$ cat src/rtl/uart_rx_unit.sv
// 16x-oversampled UART receiver: two-flop rx synchronizer, free-running baud tick and a
// frame FSM that reports exactly one registered outcome pulse per completed frame.
module uart_rx_unit #(
  parameter int DBIT       = 8,
  parameter int SB_TICK    = 16,
  parameter int DVSR       = 163,
  parameter int DVSR_BIT   = 8,
  parameter int PARITY_EN  = 0,
  parameter int PARITY_ODD = 0
) (
  input  logic            clk,
  input  logic            reset,
  input  logic            rx,
  input  logic            full,
  output logic [DBIT-1:0] dout,
  output logic            rx_done_tick,
  output logic            frame_err,
  output logic            parity_err,
  output logic            overrun_err
);

  // s is 5 bits so that 1.5 and 2 stop bits (24/32 ticks) still fit.
  localparam int SW = 5;
  localparam int NW = (DBIT > 1) ? $clog2(DBIT) : 1;
  localparam logic [SW-1:0]       S_MID    = SW'(7);
  localparam logic [SW-1:0]       S_BIT    = SW'(15);
  localparam logic [SW-1:0]       S_STOP   = SW'(SB_TICK - 1);
  localparam logic [NW-1:0]       N_LAST   = NW'(DBIT - 1);
  localparam logic [DVSR_BIT-1:0] CNT_LAST = DVSR_BIT'(DVSR - 1);
  localparam logic                P_INIT   = (PARITY_ODD != 0) ? 1'b1 : 1'b0;

  typedef enum logic [2:0] {
    ST_IDLE  = 3'd0,
    ST_START = 3'd1,
    ST_DATA  = 3'd2,
    ST_PAR   = 3'd3,
    ST_STOP  = 3'd4,
    ST_BRK   = 3'd5
  } state_t;

  function automatic logic par_acc(input logic acc, input logic bit_in);
    return acc ^ bit_in;
  endfunction

  logic                sync1_q, rx_s_q;
  logic [DVSR_BIT-1:0] cnt_q, cnt_d;
  logic                s_tick;
  state_t              state_q, state_d;
  logic [SW-1:0]       s_q, s_d;
  logic [NW-1:0]       n_q, n_d;
  logic [DBIT-1:0]     b_q, b_d;
  logic                p_q, p_d;
  logic                perr_q, perr_d;
  logic [DBIT-1:0]     dout_q, dout_d;
  logic                done_q, done_d;
  logic                ferr_q, ferr_d;
  logic                parerr_q, parerr_d;
  logic                ovr_q, ovr_d;

  // Two-flop synchronizer; the line idles high so both flops reset to 1.
  always_ff @(posedge clk or posedge reset) begin
    if (reset) begin
      sync1_q <= 1'b1;
      rx_s_q  <= 1'b1;
    end else begin
      sync1_q <= rx;
      rx_s_q  <= sync1_q;
    end
  end

  // Baud tick generator; free-running, never realigned to the start edge.
  always_comb begin
    s_tick = (cnt_q == CNT_LAST);
    if (s_tick) begin
      cnt_d = {DVSR_BIT{1'b0}};
    end else begin
      cnt_d = cnt_q + DVSR_BIT'(1);
    end
  end

  // Tick counter register.
  always_ff @(posedge clk or posedge reset) begin
    if (reset) begin
      cnt_q <= {DVSR_BIT{1'b0}};
    end else begin
      cnt_q <= cnt_d;
    end
  end

  // Frame FSM next-state and outcome decode.
  always_comb begin
    state_d  = state_q;
    s_d      = s_q;
    n_d      = n_q;
    b_d      = b_q;
    p_d      = p_q;
    perr_d   = perr_q;
    dout_d   = dout_q;
    done_d   = 1'b0;
    ferr_d   = 1'b0;
    parerr_d = 1'b0;
    ovr_d    = 1'b0;
    case (state_q)
      ST_IDLE: begin
        if (!rx_s_q) begin
          state_d = ST_START;
          s_d     = {SW{1'b0}};
        end else begin
          state_d = ST_IDLE;
        end
      end
      ST_START: begin
        if (s_tick) begin
          if (s_q == S_MID) begin
            if (!rx_s_q) begin
              state_d = ST_DATA;
              s_d     = {SW{1'b0}};
              n_d     = {NW{1'b0}};
              p_d     = P_INIT;
              perr_d  = 1'b0;
            end else begin
              state_d = ST_IDLE;
            end
          end else begin
            s_d = s_q + SW'(1);
          end
        end else begin
          state_d = ST_START;
        end
      end
      ST_DATA: begin
        if (s_tick) begin
          if (s_q == S_BIT) begin
            b_d = {rx_s_q, b_q[DBIT-1:1]};
            p_d = par_acc(p_q, rx_s_q);
            s_d = {SW{1'b0}};
            if (n_q == N_LAST) begin
              state_d = (PARITY_EN != 0) ? ST_PAR : ST_STOP;
            end else begin
              n_d = n_q + NW'(1);
            end
          end else begin
            s_d = s_q + SW'(1);
          end
        end else begin
          state_d = ST_DATA;
        end
      end
      ST_PAR: begin
        if (s_tick) begin
          if (s_q == S_BIT) begin
            perr_d  = par_acc(p_q, rx_s_q);
            s_d     = {SW{1'b0}};
            state_d = ST_STOP;
          end else begin
            s_d = s_q + SW'(1);
          end
        end else begin
          state_d = ST_PAR;
        end
      end
      ST_STOP: begin
        if (s_tick) begin
          if (s_q == S_STOP) begin
            s_d     = {SW{1'b0}};
            state_d = ST_IDLE;
            // Outcome priority: framing, then parity, then overrun, then accept.
            if (!rx_s_q) begin
              ferr_d  = 1'b1;
              state_d = ST_BRK;
            end else if (perr_q) begin
              parerr_d = 1'b1;
            end else if (full) begin
              ovr_d = 1'b1;
            end else begin
              dout_d = b_q;
              done_d = 1'b1;
            end
          end else begin
            s_d = s_q + SW'(1);
          end
        end else begin
          state_d = ST_STOP;
        end
      end
      ST_BRK: begin
        if (s_tick && rx_s_q) begin
          state_d = ST_IDLE;
        end else begin
          state_d = ST_BRK;
        end
      end
      default: begin
        state_d = ST_IDLE;
      end
    endcase
  end

  // FSM datapath and registered outputs.
  always_ff @(posedge clk or posedge reset) begin
    if (reset) begin
      state_q  <= ST_IDLE;
      s_q      <= {SW{1'b0}};
      n_q      <= {NW{1'b0}};
      b_q      <= {DBIT{1'b0}};
      p_q      <= 1'b0;
      perr_q   <= 1'b0;
      dout_q   <= {DBIT{1'b0}};
      done_q   <= 1'b0;
      ferr_q   <= 1'b0;
      parerr_q <= 1'b0;
      ovr_q    <= 1'b0;
    end else begin
      state_q  <= state_d;
      s_q      <= s_d;
      n_q      <= n_d;
      b_q      <= b_d;
      p_q      <= p_d;
      perr_q   <= perr_d;
      dout_q   <= dout_d;
      done_q   <= done_d;
      ferr_q   <= ferr_d;
      parerr_q <= parerr_d;
      ovr_q    <= ovr_d;
    end
  end

  assign dout         = dout_q;
  assign rx_done_tick = done_q;
  assign frame_err    = ferr_q;
  assign parity_err   = parerr_q;
  assign overrun_err  = ovr_q;

endmodule
$ cat config.mk
export PLATFORM = sky130hd
export DESIGN_NAME = uart_rx_unit
export DESIGN_NICKNAME = d
export VERILOG_FILES = /design/src/rtl/uart_rx_unit.sv
export SDC_FILE = /design/constraint.sdc
export NUM_CORES = 1
export LEC_CHECK = 0
export ABC_AREA = 1
export CORE_ASPECT_RATIO = 2
export CORE_MARGIN = 1
export CORE_UTILIZATION = 51
export DETAILED_ROUTE_END_ITERATION = 8
export DONT_BUFFER_PORTS = 1
export GPL_ROUTABILITY_DRIVEN = 0
export PLACE_DENSITY = 0.74
export SLEW_MARGIN = 20
export SYNTH_ARGS = -nofsm -noshare
export SYNTH_HDL_FRONTEND = slang
export SYNTH_SLANG_ARGS = --single-unit
$ cat constraint.sdc
create_clock -name clk -period 2.7 [get_ports clk]
set_input_delay 0.675 -clock clk [delete_from_list [all_inputs] [get_ports clk]]
set_output_delay 0.675 -clock clk [all_outputs]
set_load 0.05 [all_outputs]
==> impl_results.md <==
- Root cell of the clock tree: clkbuf_8
- Post-synthesis sequential area ratio: 43.9%
- Critical path fanouts, max: 11
- TritonRoute pass-1 iters: 4
- Number of max-cap violations: 0
- Layout cells sized above 1: 14.5%
- Synthesized Nets: 330
- Tmin final: 2.28 ns
- Final Cycle Share: 84.5%
- Critical Path RT: 2.89 ns
- Sink Count: 43
- Hold path depth: 0
- Peak Freq: 0.438 GHz
- Largest net degree at the start of global routing: 44
- Synth async-reset ratio: 100%
- Crit end category: flip-flop
- Cell at the slowest stage of the critical path: dfrtp_1
- Core Footprint: 0.00460 mm^2
- Peak supply drop: 542 uV
- Crit path top cell by count: nand2_1
- Static leakage: 1.37 nW
- Via/cell ratio: 5.27
- Critical Path Source Type: flip-flop
- Count of input and output buffers: 0
- TNS Setup: 0 ns
- DR DRC count: 0
- Worst min path class: reg -> reg
- Hold Path Sink: rx_s_q
- Synthesized flop and latch total: 43
- # resized after CTS: 0
- DR vias: 1997
- Setup CP Type: reg -> reg
- Mapped Cells: 319
- Antenna violations before repair: 0
- Status: completed
- Nets: 334
- Drt initial violations: 39
- RSZ-0062 raised after global routing: false
- PD cells: 446 mW/mm^2
- Initial Utilization: 53.4%
- CTS tree: done
- Total track usage: 22.3%
- Simple-gate share of the synthesized area: 36.1%
- Cells along the critical path: ha_1, nand2_2, nor2_1, ha_1, inv_1, nor2_4, nand2_1, nand2_1, nand3_1, nand2_1, nand2_1
- Grt total ovfl: 0
- Fin. Hold Viols: 0
- Slew Limit Fails: 0
- Die W: 51.1 um
- Compound-cell area share of the yosys netlist: 6.17%
- Final antenna-violating net count: 0
- Data arrival, critical path: 2.47 ns
- Area delta synth->final: 6.68%
- Cts bufs inserted: 5
- Reg2reg start: s_q[0]
- EDFF count, synth: 0
- Final Setup Violations: 0
- Cell depth of the worst flop-to-flop path: 11
- Largest family of logic cells by synthesized area: simple AND/OR/NAND/NOR gates
- Clock transition at the registers of the reported paths: 0.08 ns
- Dpl hpwl: 3.82 mm
- Pre-CTS setup slack: 0.448 ns
- CTS H-Tree Depth: 2
- Measured slew at the worst slew-check pin: 0.552 ns
- Cell variety after synth: 30
- Clock latency on the worst-skew pair: 0.29 ns
- Post-synthesis mux area share: 0%
- Cell Rows: 35
- Die Y: 100 um
- Post-CTS Setup Bufs: 0
- Relative slew slack: 63.2%
- Avg WL per Cell: 13.5 um
- Final WS setup: 0.418 ns
- Vias in the first global route: 1977
- Post-Synth Adder-Cell Area: 3.57%
- Io pins: 16
- Post-Synth XOR/XNOR Area: 1.07%
- Post-synth top flop: dfrtp_1
- Yosys warning total: 0
- Crit Reg-Reg Endpoint: p_q
- R2R setup slack: 0.42 ns
- CTS max path bufs: 2
- Final wirelength: 5.10 mm
- Setup Skew: 0.00350 ns
- Largest stage delay, worst path: 0.45 ns
- CTS Hold Bufs: 0
- Ant diodes: 0
- Min-delay src: sync1_q
- Netlist Area Pre-Place: 0.00245 mm^2
- First-pass GRT wire length: 8.48 mm
- Syn_area_per_cell: 7.70 um^2
- Die area: 0.00511 mm^2
[layout by cell type (no fill, tap or decap), types with 5 or more instances in the layout]
master,n
clkbuf_8,5
dfrtp_1,41
ha_1,7
inv_1,40
inv_2,6
nand2_1,97
nand2_2,7
nand3_1,37
nor2_1,22
nor2_4,5
nor3_1,6
o21ai_0,10
o21ai_1,5
o21ai_2,7
[power by group]
group	switching, mW	internal (mW)	total, mW
logic	0.0142	0.00260	0.0168
clock network	0.227	0.276	0.502
registers	0.00373	0.646	0.650
total	0.245	0.924	1.17
[cells by family after synthesis]
logic type               count (synthesis)
adder cells (fa/ha/maj)                  7
AND/OR/NAND/NOR                        188
buffers and inverters                   53
AO/OA/AOI/OAI                           25
flip-flops                              43
XOR/XNOR                                 3
[worst max-delay path: cells and delay by family (launching register included)]
family	cells	cell delay, ns
simple gates	8	1.00
fa+ha+maj	2	0.56
flops	1	0.45
buf+inv	1	0.18
[layout make-up]
type,instances,area (um^2)
Fill cell,434,1980
Multi-Input combinational cell,223,1150
Sequential cell,43,1080
Inverter,49,199
Clock buffer,5,68.8
Tap cell,55,68.8
Clock inverter,3,43.8
Timing Repair Buffer,1,7.51
[registers in the layout, summed over array words and instances (netlist names)]
name	cells
dout	8
n_q	3
sync1_q	1
p_q	1
perr_q	1
parity_err	1
rx_s_q	1
overrun_err	1
state_q	3
s_q	5
cnt_q	8
b_q	8
rx_done_tick	1
frame_err	1
[per-layer routing]
metal	part of all wire, %	track usage [%]	wire length [um]
met1	38	21.7	1940
met2	56	42.0	2860
met3	2.1	3.48	107
met4	3.8	12.8	194
met5	0	0	0
[metrics by stage]
step	hold WS, ns	utilization, %	cells	total power [mW]	area [um^2]
after floorplan	0.345	-	319	0.674	2450
after global placement	0.346	54.5	371	0.680	2510
after detailed placement	0.348	54.5	371	0.681	2510
after CTS	0.360	57.0	379	1.18	2620
after global routing	0.359	57.0	379	1.21	2620
final	0.359	57.0	379	1.17	2620
[synth_stat cells, types with 2 or more instances]
cell type  number  share of area (%)
o21ai_1         5                1.0
a21oi_1         3               0.61
inv_1          41                6.3
nor2_4          5                2.3
nand3_1        37                7.5
o21ai_2         7                2.5
nor3_1          6                1.2
nand2_1        97                 15
dfstp_2         2                2.1
nor2_1         22                3.4
ha_1            7                3.6
xor2_1          2               0.71
nand2_2         7                1.8
inv_2           6               0.92
o21ai_0        10                2.0
nor2_2          3               0.76
nand2_4         2               0.92
nand3_4         2                1.4
buf_2           2               0.41
nand4_1         3               0.76
dfrtp_1        41                 42
[worst max-delay path by stage]
stage,end,cells after the start,from
3_3_place_gp,p_q,11,s_q[0]
6_report,p_q,11,s_q[0]
3_5_place_dp,p_q,11,s_q[0]
5_1_grt,p_q,11,s_q[0]
2_1_floorplan,b_q[7],10,s_q[0]
4_1_cts,p_q,11,s_q[0]
No activity file was read; power rests on OpenSTA's default activity.
